### src/rtl/axi_ar_arbiter.sv
// ---------------------------------------------------------------------------
// axi_ar_arbiter
//
// Read-address-channel arbiter sitting between the AXI masters (M0 instruction
// fetch, M1 data, M2 DMA) and the address decoder. One master is granted per
// transaction using a round-robin priority pointer. The grant is registered
// and held until the AR handshake completes, so payload never switches in the
// middle of a transaction. The outgoing ID carries the master index in its
// upper nibble so the read-data path can route responses back.
//
// Ports:
//   ACLK, ARESET            clock, synchronous active-high reset
//   ARID_M/ARADDR_M/...     packed per-master AR payload, master i at [i*W +: W]
//   ARVALID_M / ARREADY_M   per-master handshake
//   ID_S/ADDR_S/LEN_S/...   granted payload towards the decoder
//   VALID_S / READY_S       decoder-side handshake
//   GRANT                   one-hot current grant (debug, R-channel return mux)
// ---------------------------------------------------------------------------
module axi_ar_arbiter #(
    parameter int unsigned NUM_M = 3,
    parameter int unsigned IDW   = 4,
    parameter int unsigned SIDW  = 8,
    parameter int unsigned AW    = 32
) (
    input  logic                 ACLK,
    input  logic                 ARESET,
    input  logic [NUM_M*IDW-1:0] ARID_M,
    input  logic [NUM_M*AW-1:0]  ARADDR_M,
    input  logic [NUM_M*4-1:0]   ARLEN_M,
    input  logic [NUM_M*3-1:0]   ARSIZE_M,
    input  logic [NUM_M*2-1:0]   ARBURST_M,
    input  logic [NUM_M-1:0]     ARVALID_M,
    output logic [NUM_M-1:0]     ARREADY_M,
    output logic [SIDW-1:0]      ID_S,
    output logic [AW-1:0]        ADDR_S,
    output logic [3:0]           LEN_S,
    output logic [2:0]           SIZE_S,
    output logic [1:0]           BURST_S,
    output logic                 VALID_S,
    input  logic                 READY_S,
    output logic [NUM_M-1:0]     GRANT
);

    localparam logic [0:0] ST_IDLE = 1'b0;
    localparam logic [0:0] ST_BUSY = 1'b1;

    logic [0:0]       state_q;
    logic [1:0]       ptr_q;
    logic [1:0]       gidx_q;
    logic [NUM_M-1:0] grant_q;

    logic [3:0]       req4;
    logic [1:0]       cand;
    logic [1:0]       win_idx;
    logic             win_found;
    logic             busy;
    logic [1:0]       next_ptr;

    assign busy  = (state_q == ST_BUSY);
    assign req4  = 4'(ARVALID_M);
    assign GRANT = grant_q;

    // Round-robin scan: first requester at ptr, ptr+1, ... modulo NUM_M.
    always_comb begin
        win_found = 1'b0;
        win_idx   = '0;
        cand      = '0;
        for (int unsigned k = 0; k < NUM_M; k++) begin
            cand = 2'((32'(ptr_q) + k) % NUM_M);
            if (!win_found && req4[cand]) begin
                win_found = 1'b1;
                win_idx   = cand;
            end
        end
    end

    assign next_ptr = (gidx_q == 2'(NUM_M - 1)) ? '0 : gidx_q + 2'd1;

    // Payload mux from the granted master; everything reads 0 while idle.
    always_comb begin
        ID_S      = '0;
        ADDR_S    = '0;
        LEN_S     = '0;
        SIZE_S    = '0;
        BURST_S   = '0;
        VALID_S   = 1'b0;
        ARREADY_M = '0;
        for (int unsigned i = 0; i < NUM_M; i++) begin
            if (busy && gidx_q == 2'(i)) begin
                ID_S         = SIDW'({4'(i), ARID_M[i*IDW +: IDW]});
                ADDR_S       = ARADDR_M[i*AW +: AW];
                LEN_S        = ARLEN_M[i*4 +: 4];
                SIZE_S       = ARSIZE_M[i*3 +: 3];
                BURST_S      = ARBURST_M[i*2 +: 2];
                VALID_S      = ARVALID_M[i];
                ARREADY_M[i] = READY_S;
            end
        end
    end

    always_ff @(posedge ACLK) begin
        if (ARESET) begin
            state_q <= ST_IDLE;
            ptr_q   <= '0;
            gidx_q  <= '0;
            grant_q <= '0;
        end else begin
            case (state_q)
                ST_IDLE: begin
                    if (win_found) begin
                        state_q <= ST_BUSY;
                        gidx_q  <= win_idx;
                        grant_q <= NUM_M'(1) << win_idx;
                    end
                end
                ST_BUSY: begin
                    if (!VALID_S) begin
                        // Granted master withdrew its request: drop it, keep priority.
                        state_q <= ST_IDLE;
                        grant_q <= '0;
                    end else if (READY_S) begin
                        state_q <= ST_IDLE;
                        grant_q <= '0;
                        ptr_q   <= next_ptr;
                    end
                end
                default: begin
                    state_q <= ST_IDLE;
                    grant_q <= '0;
                end
            endcase
        end
    end

endmodule

### config.mk
export PLATFORM = sky130hd
export DESIGN_NAME = axi_ar_arbiter
export DESIGN_NICKNAME = d
export VERILOG_FILES = /design/src/rtl/axi_ar_arbiter.sv
export SDC_FILE = /design/constraint.sdc
export NUM_CORES = 1
export LEC_CHECK = 0
export ABC_AREA = 0
export CAP_MARGIN = 40
export CELL_PAD_IN_SITES_DETAIL_PLACEMENT = 0
export CELL_PAD_IN_SITES_GLOBAL_PLACEMENT = 1
export CORE_AREA = 2 2 106 108
export DETAILED_ROUTE_END_ITERATION = 7
export DIE_AREA = 0 0 108 110
export PLACE_DENSITY_LB_ADDON = 0.08
export REMOVE_ABC_BUFFERS = 1
export SLEW_MARGIN = 15
export SYNTH_ARGS = -nofsm -noshare
export SYNTH_HDL_FRONTEND = slang
export SYNTH_SLANG_ARGS = --single-unit
### constraint.sdc
create_clock -name ACLK -period 2.3 [get_ports ACLK]
set_input_delay 0.46 -clock ACLK [delete_from_list [all_inputs] [get_ports ACLK]]
set_output_delay 0.46 -clock ACLK [all_outputs]
set_load 0.1 [all_outputs]
======== Yosys cells after proc, flatten, opt, wreduce, memory -nomap -nowiden ========
Index checks and enable logic that the tools add are counted.
storage, ports and cells
  output and inout port bits .............. 56
  input bits .............................. 141
  flip-flop bits (word level) ............. 8
  word-level logic and storage cells ...... 72
cells by class
  muxes and demuxes ....................... 42
  magnitude comparators ................... 3
  equality and inequality tests ........... 4
  reduce and logical (&&, ||, !) cells .... 11
  bitwise gates (word level) .............. 1
  $add $sub $neg .......................... 3
  divide/modulo/power cells ............... 3
  shift operators ......................... 1
operators by type and width
  kind                                                                          count
  32-bit two-way mux                                                            3
  32-bit by 2-bit modulo with 32-bit output, second input constant              2
  2-bit by 2-bit modulo with 32-bit output, second input constant               1
  3-bit two-way mux                                                             6
  4-bit two-way mux                                                             4
  8-bit two-way mux                                                             2
  1-bit two-way mux                                                             15
  2-bit two-way mux                                                             7
  2-bit by 3-bit less-than comparator with 1-bit output, second input constant  3
  1-bit binary-select mux with 2-bit select                                     3
  3-bit one-hot mux with 2 select lines                                         1
  1-bit logical AND                                                             5
  2-bit AND reduction                                                           2
  2-bit by 1-bit adder with 3-bit output, second input constant                 1
  2-bit by 2-bit adder with 3-bit output, second input constant                 1
  3-bit inequality test, second input constant                                  1
  3-bit AND reduction                                                           1
  1-bit by 2-bit left shift with 3-bit output, first input constant             1
  2-bit by 1-bit adder with 2-bit output, second input constant                 1
  2-bit by 1-bit equality test with 1-bit output, second input constant         1
  2-bit equality test, second input constant                                    1
  1-bit logical NOT                                                             2
  2-bit logical NOT                                                             1
  2-bit inequality test, second input constant                                  1
  other kinds (2)                                                               2

======== Longest topological paths before layout ========
  depth in word-level cells ............... 13
  mapped depth ............................ 8
  depth with buffers taken out ............ 7

======== Least setup slack after synthesis ========
Ideal clock, no wire load.
  path kind ............................... reg2out
  from .................................... reg gidx_q[0]
  to ...................................... out ARREADY_M[1]
  cell stages (with the launch flop) ...... 7
  slack ................................... -1.453 ns
  required time ........................... 1.840 ns
  buffers on the path ..................... 3
  data arrival time ....................... 3.293 ns
  path through ............................ dfxtp_1 > clkbuf_1 > buf_2 > buf_2 > nand2_1 > nor2_1 > and2_1
between the ends
  word-level cells in the longest chain between the ends .. 3
ends and longest elaborated chain
  item                                            RTL line  RTL
  start, declared                                 49        logic [1:0] gidx_q;
  start signal, assigned                          112       gidx_q <= win_idx;
  2-bit by 1-bit equality test with 1-bit output  89        if (busy && gidx_q == 2'(i)) begin
  1-bit logical AND                               89
  1-bit two-way mux                               89
  end, declared                                   33        output logic [NUM_M-1:0] ARREADY_M,
No other way between the ends.

======== Final worst setup path ========
  from .................................... in ARVALID_M[0]
  to ...................................... out VALID_S
between the ends
  word-level cells in the longest chain between the ends .. 3
ends and longest elaborated chain
  item                             RTL line  RTL
  start, declared                  32        input logic [NUM_M-1:0] ARVALID_M,
  1-bit two-way mux (3 in series)  89
  end, declared                    39        output logic VALID_S,
No other way between the ends.

==> reports/summary.txt <==
First-pass GRT wire length -> 14200 um
Synth Register Bits -> 8
Initial antenna violation count -> 0
Peak per-stage delay on the critical path -> 0.55 ns
Synth area leader -> mux2i_1
Flop2flop setup slack -> 0.20 ns
Net Switching -> 974 uW
Later-pin clock latency in the skew report -> 0.23 ns
Final HPWL from detailed placement -> 7530 um
CTS root buffer -> clkbuf_8
PwrDens -> 420 nW/um^2
Max Clk Rate -> 450 MHz
# clock sinks -> 8
Ratio of cells with drive above 1 in the final layout -> 16.5%
CTS tree -> done
Core area -> 10700 sq um
Post-Synthesis Cells -> 288
Die width -> 108 um
Worst path cell trace -> clkdlybuf4s50_1 -> buf_4 -> mux2i_1 -> o2bb2ai_2 -> and2_1 -> buf_12
Hold Fails Final Rpt -> 0
CTS H-tree depth -> 1
Nets -> 619
RePlAce Congestion -> 0.787
Pwr Total -> 1880 uW
RSZ-0062 raised after global routing -> no
CP arrival -> 1.76 ns
Hold buffers post-CTS -> 0
Largest net degree at the start of global routing -> 40
Starting density of the core -> 16.8%
Main area contributors after synthesis -> mux2i_1 28%, nor2_1 21%, a21oi_1 14%
Sw Ratio -> 51.8%
Total track usage -> 15.2%
Fillers -> 1113
Hold_sp -> GRANT[2]
Comb pwr share -> 82.6%
DR iter-0 viols -> 110
Worst path required time -> 1.84 ns
Number of remaining DRC errors -> 0
Setup Crit Path Kind -> input port to output port
Synth top area share -> 27.8%
Synth warn -> 0
CP bufs+invs -> 3
Number of CTS-inserted buffers -> 3
Clock group share of total power -> 9.0%
Hold endpoint -> GRANT[2]
CTS max path bufs -> 2
Hold WC Path Type -> flip-flop to flip-flop
Area Overhead vs Synth -> 149%
Post-synth EDFFs -> 0
CP top delay family -> buffers and inverters
Slowest-stage cell, CP -> clkdlybuf4s50_1
Slew Limit Fails -> 0
Worst hold path stage count -> 1
CP startpoint -> ARVALID_M[0]
Post-route cell area -> 4480 sq um
Vias -> 2671
Crit share post-route -> 96.5%
Sequential share of power -> 8.5%
Library cells used by synthesis -> 38
Pre-antenna DRT Iters -> 4
# port buffers -> 194
Post-synth top cells -> 99 x nor2_1, 50 x a21oi_1, 50 x mux2i_1, 11 x clkbuf_1, 8 x dfxtp_1
Cell Count Post-Placement -> 609
Final setup viols -> 0
Pint -> 908 uW
Die footprint -> 11900 sq um
# Max-Cap Violations -> 0
Grt ovf -> 0
Worst Path Max Fanout -> 5
Syn avg cell area -> 6.24 sq um
Reg2reg start -> ptr_q[0]
Post-synthesis sequential area ratio -> 8.91%
WL final -> 9280 um
Post-Layout Cell Count -> 612
Detail Route Antenna Nets -> 0
ANT cells -> 0
Syn Std Cell Area -> 1800 sq um
CP Launch Type -> input port
Reg2Reg Depth -> 7
Vias/cell -> 4.36
R2r endpoint -> GRANT[1]
Peak VDD IR -> 0.155 mV
Top-count cell post-synth -> nor2_1
Area after DPL -> 4430 sq um
Io pins -> 197
Clk slew on worst S/H paths -> 0.04 ns
Post-synth ARST share -> 0%
Top FF cell, synth -> dfxtp_1
Static leakage -> 0.00172 uW
Post-DR wirelength/cell -> 15.2 um
CP endpoint kind -> output port
Clock skew -> 0.00297 ns
Die Span Y -> 110 um
Vias in the first global route -> 2733
Status -> completed
Min Tclk post-route -> 2.22 ns
Row cnt -> 38
==> power groups by stage <==
stage | Combinational, uW | Clock (uW) | Sequential [uW]
CTS | 1570 | 174 | 160
finish | 1550 | 169 | 159
detailed placement | 1560 | 0 | 162
global route | 1630 | 184 | 161
floorplan | 817 | 0 | 217
global placement | 1560 | 0 | 162
==> metrics by stage <==
| stage | hold slack, ns | TNS, ns | worst slack (ns) | utilization [%] |
|---|---|---|---|---|
| floorplan | 0.518 | -129.30 | -2.51 | - |
| global placement | 0.461 | 0 | 0.0275 | 41.5 |
| detailed placement | 0.469 | 0 | 0.00570 | 41.5 |
| CTS | 0.478 | 0 | 0.0410 | 41.8 |
| global route | 0.498 | 0 | 0.00849 | 41.9 |
| finish | 0.475 | 0 | 0.0796 | 41.9 |
==> placed cells by master, fill, tap and decap left out, types with 3 or more instances in the layout <==
| cell | count |
|---|---|
| and2_1 | 5 |
| clkdlybuf4s50_1 | 140 |
| mux2i_1 | 50 |
| nor2_1 | 99 |
| buf_4 | 13 |
| buf_12 | 54 |
| dfxtp_1 | 6 |
| clkbuf_8 | 3 |
| ha_1 | 4 |
| inv_1 | 4 |
| nand2_1 | 6 |
| a21oi_1 | 50 |
==> cell families (layout without fill, tap and decap cells) <==
group / Yosys count / in the layout / share of synthesized area, %
other: 1 / 2 / 0.209
AOI/OAI and AO/OA: 67 / 67 / 22.1
buffers and inverters: 31 / 214 / 8.21
muxes: 50 / 50 / 27.8
adders and majority gates: 4 / 4 / 2.78
DFF: 8 / 8 / 8.91
and+or+nand+nor: 127 / 127 / 30.0
==> state kept, by name, indices dropped and copies added (netlist names) <==
register and flops:
GRANT 3, gidx_q 2, busy 1, ptr_q 2
==> per-layer routing <==
layer | vias to the layer above | wire length, um | global-route usage, %
met2 | 110 | 4930 | 30.5
li1 | 1353 | - | -
met5 | - | 0 | 0
met3 | 7 | 738 | 2.94
met4 | 0 | 125 | 3.30
met1 | 1201 | 3480 | 16.2
==> layout make-up <==
class	instances	area, sq um	area share, %
clock buffers	3	41.3	0.921
inverters	4	15.0	0.335
multi-input cells	250	1510	33.6
flip-flops and latches	8	163	3.63
well taps	140	175	3.91
repair buffers	207	2580	57.6
==> how the worst max path moves through the flow <==
| stage | endpoint | slack (ns) | cells after the start |
|---|---|---|---|
| after global placement | GRANT[0] | 0.03 | 7 |
| final | VALID_S | 0.08 | 6 |
| after global routing | VALID_S | 0.008 | 6 |
| after detailed placement | GRANT[0] | 0.006 | 7 |
| after floorplan | ADDR_S[0] | -2.51 | 3 |
| after CTS | VALID_S | 0.04 | 6 |
==> what timing repair did <==
action	4_1_cts	5_1_grt
endpoints found under the setup margin	0	1
resized for setup	0	1
buffers inserted	0	0
No activity file was read; power rests on OpenSTA's default activity.
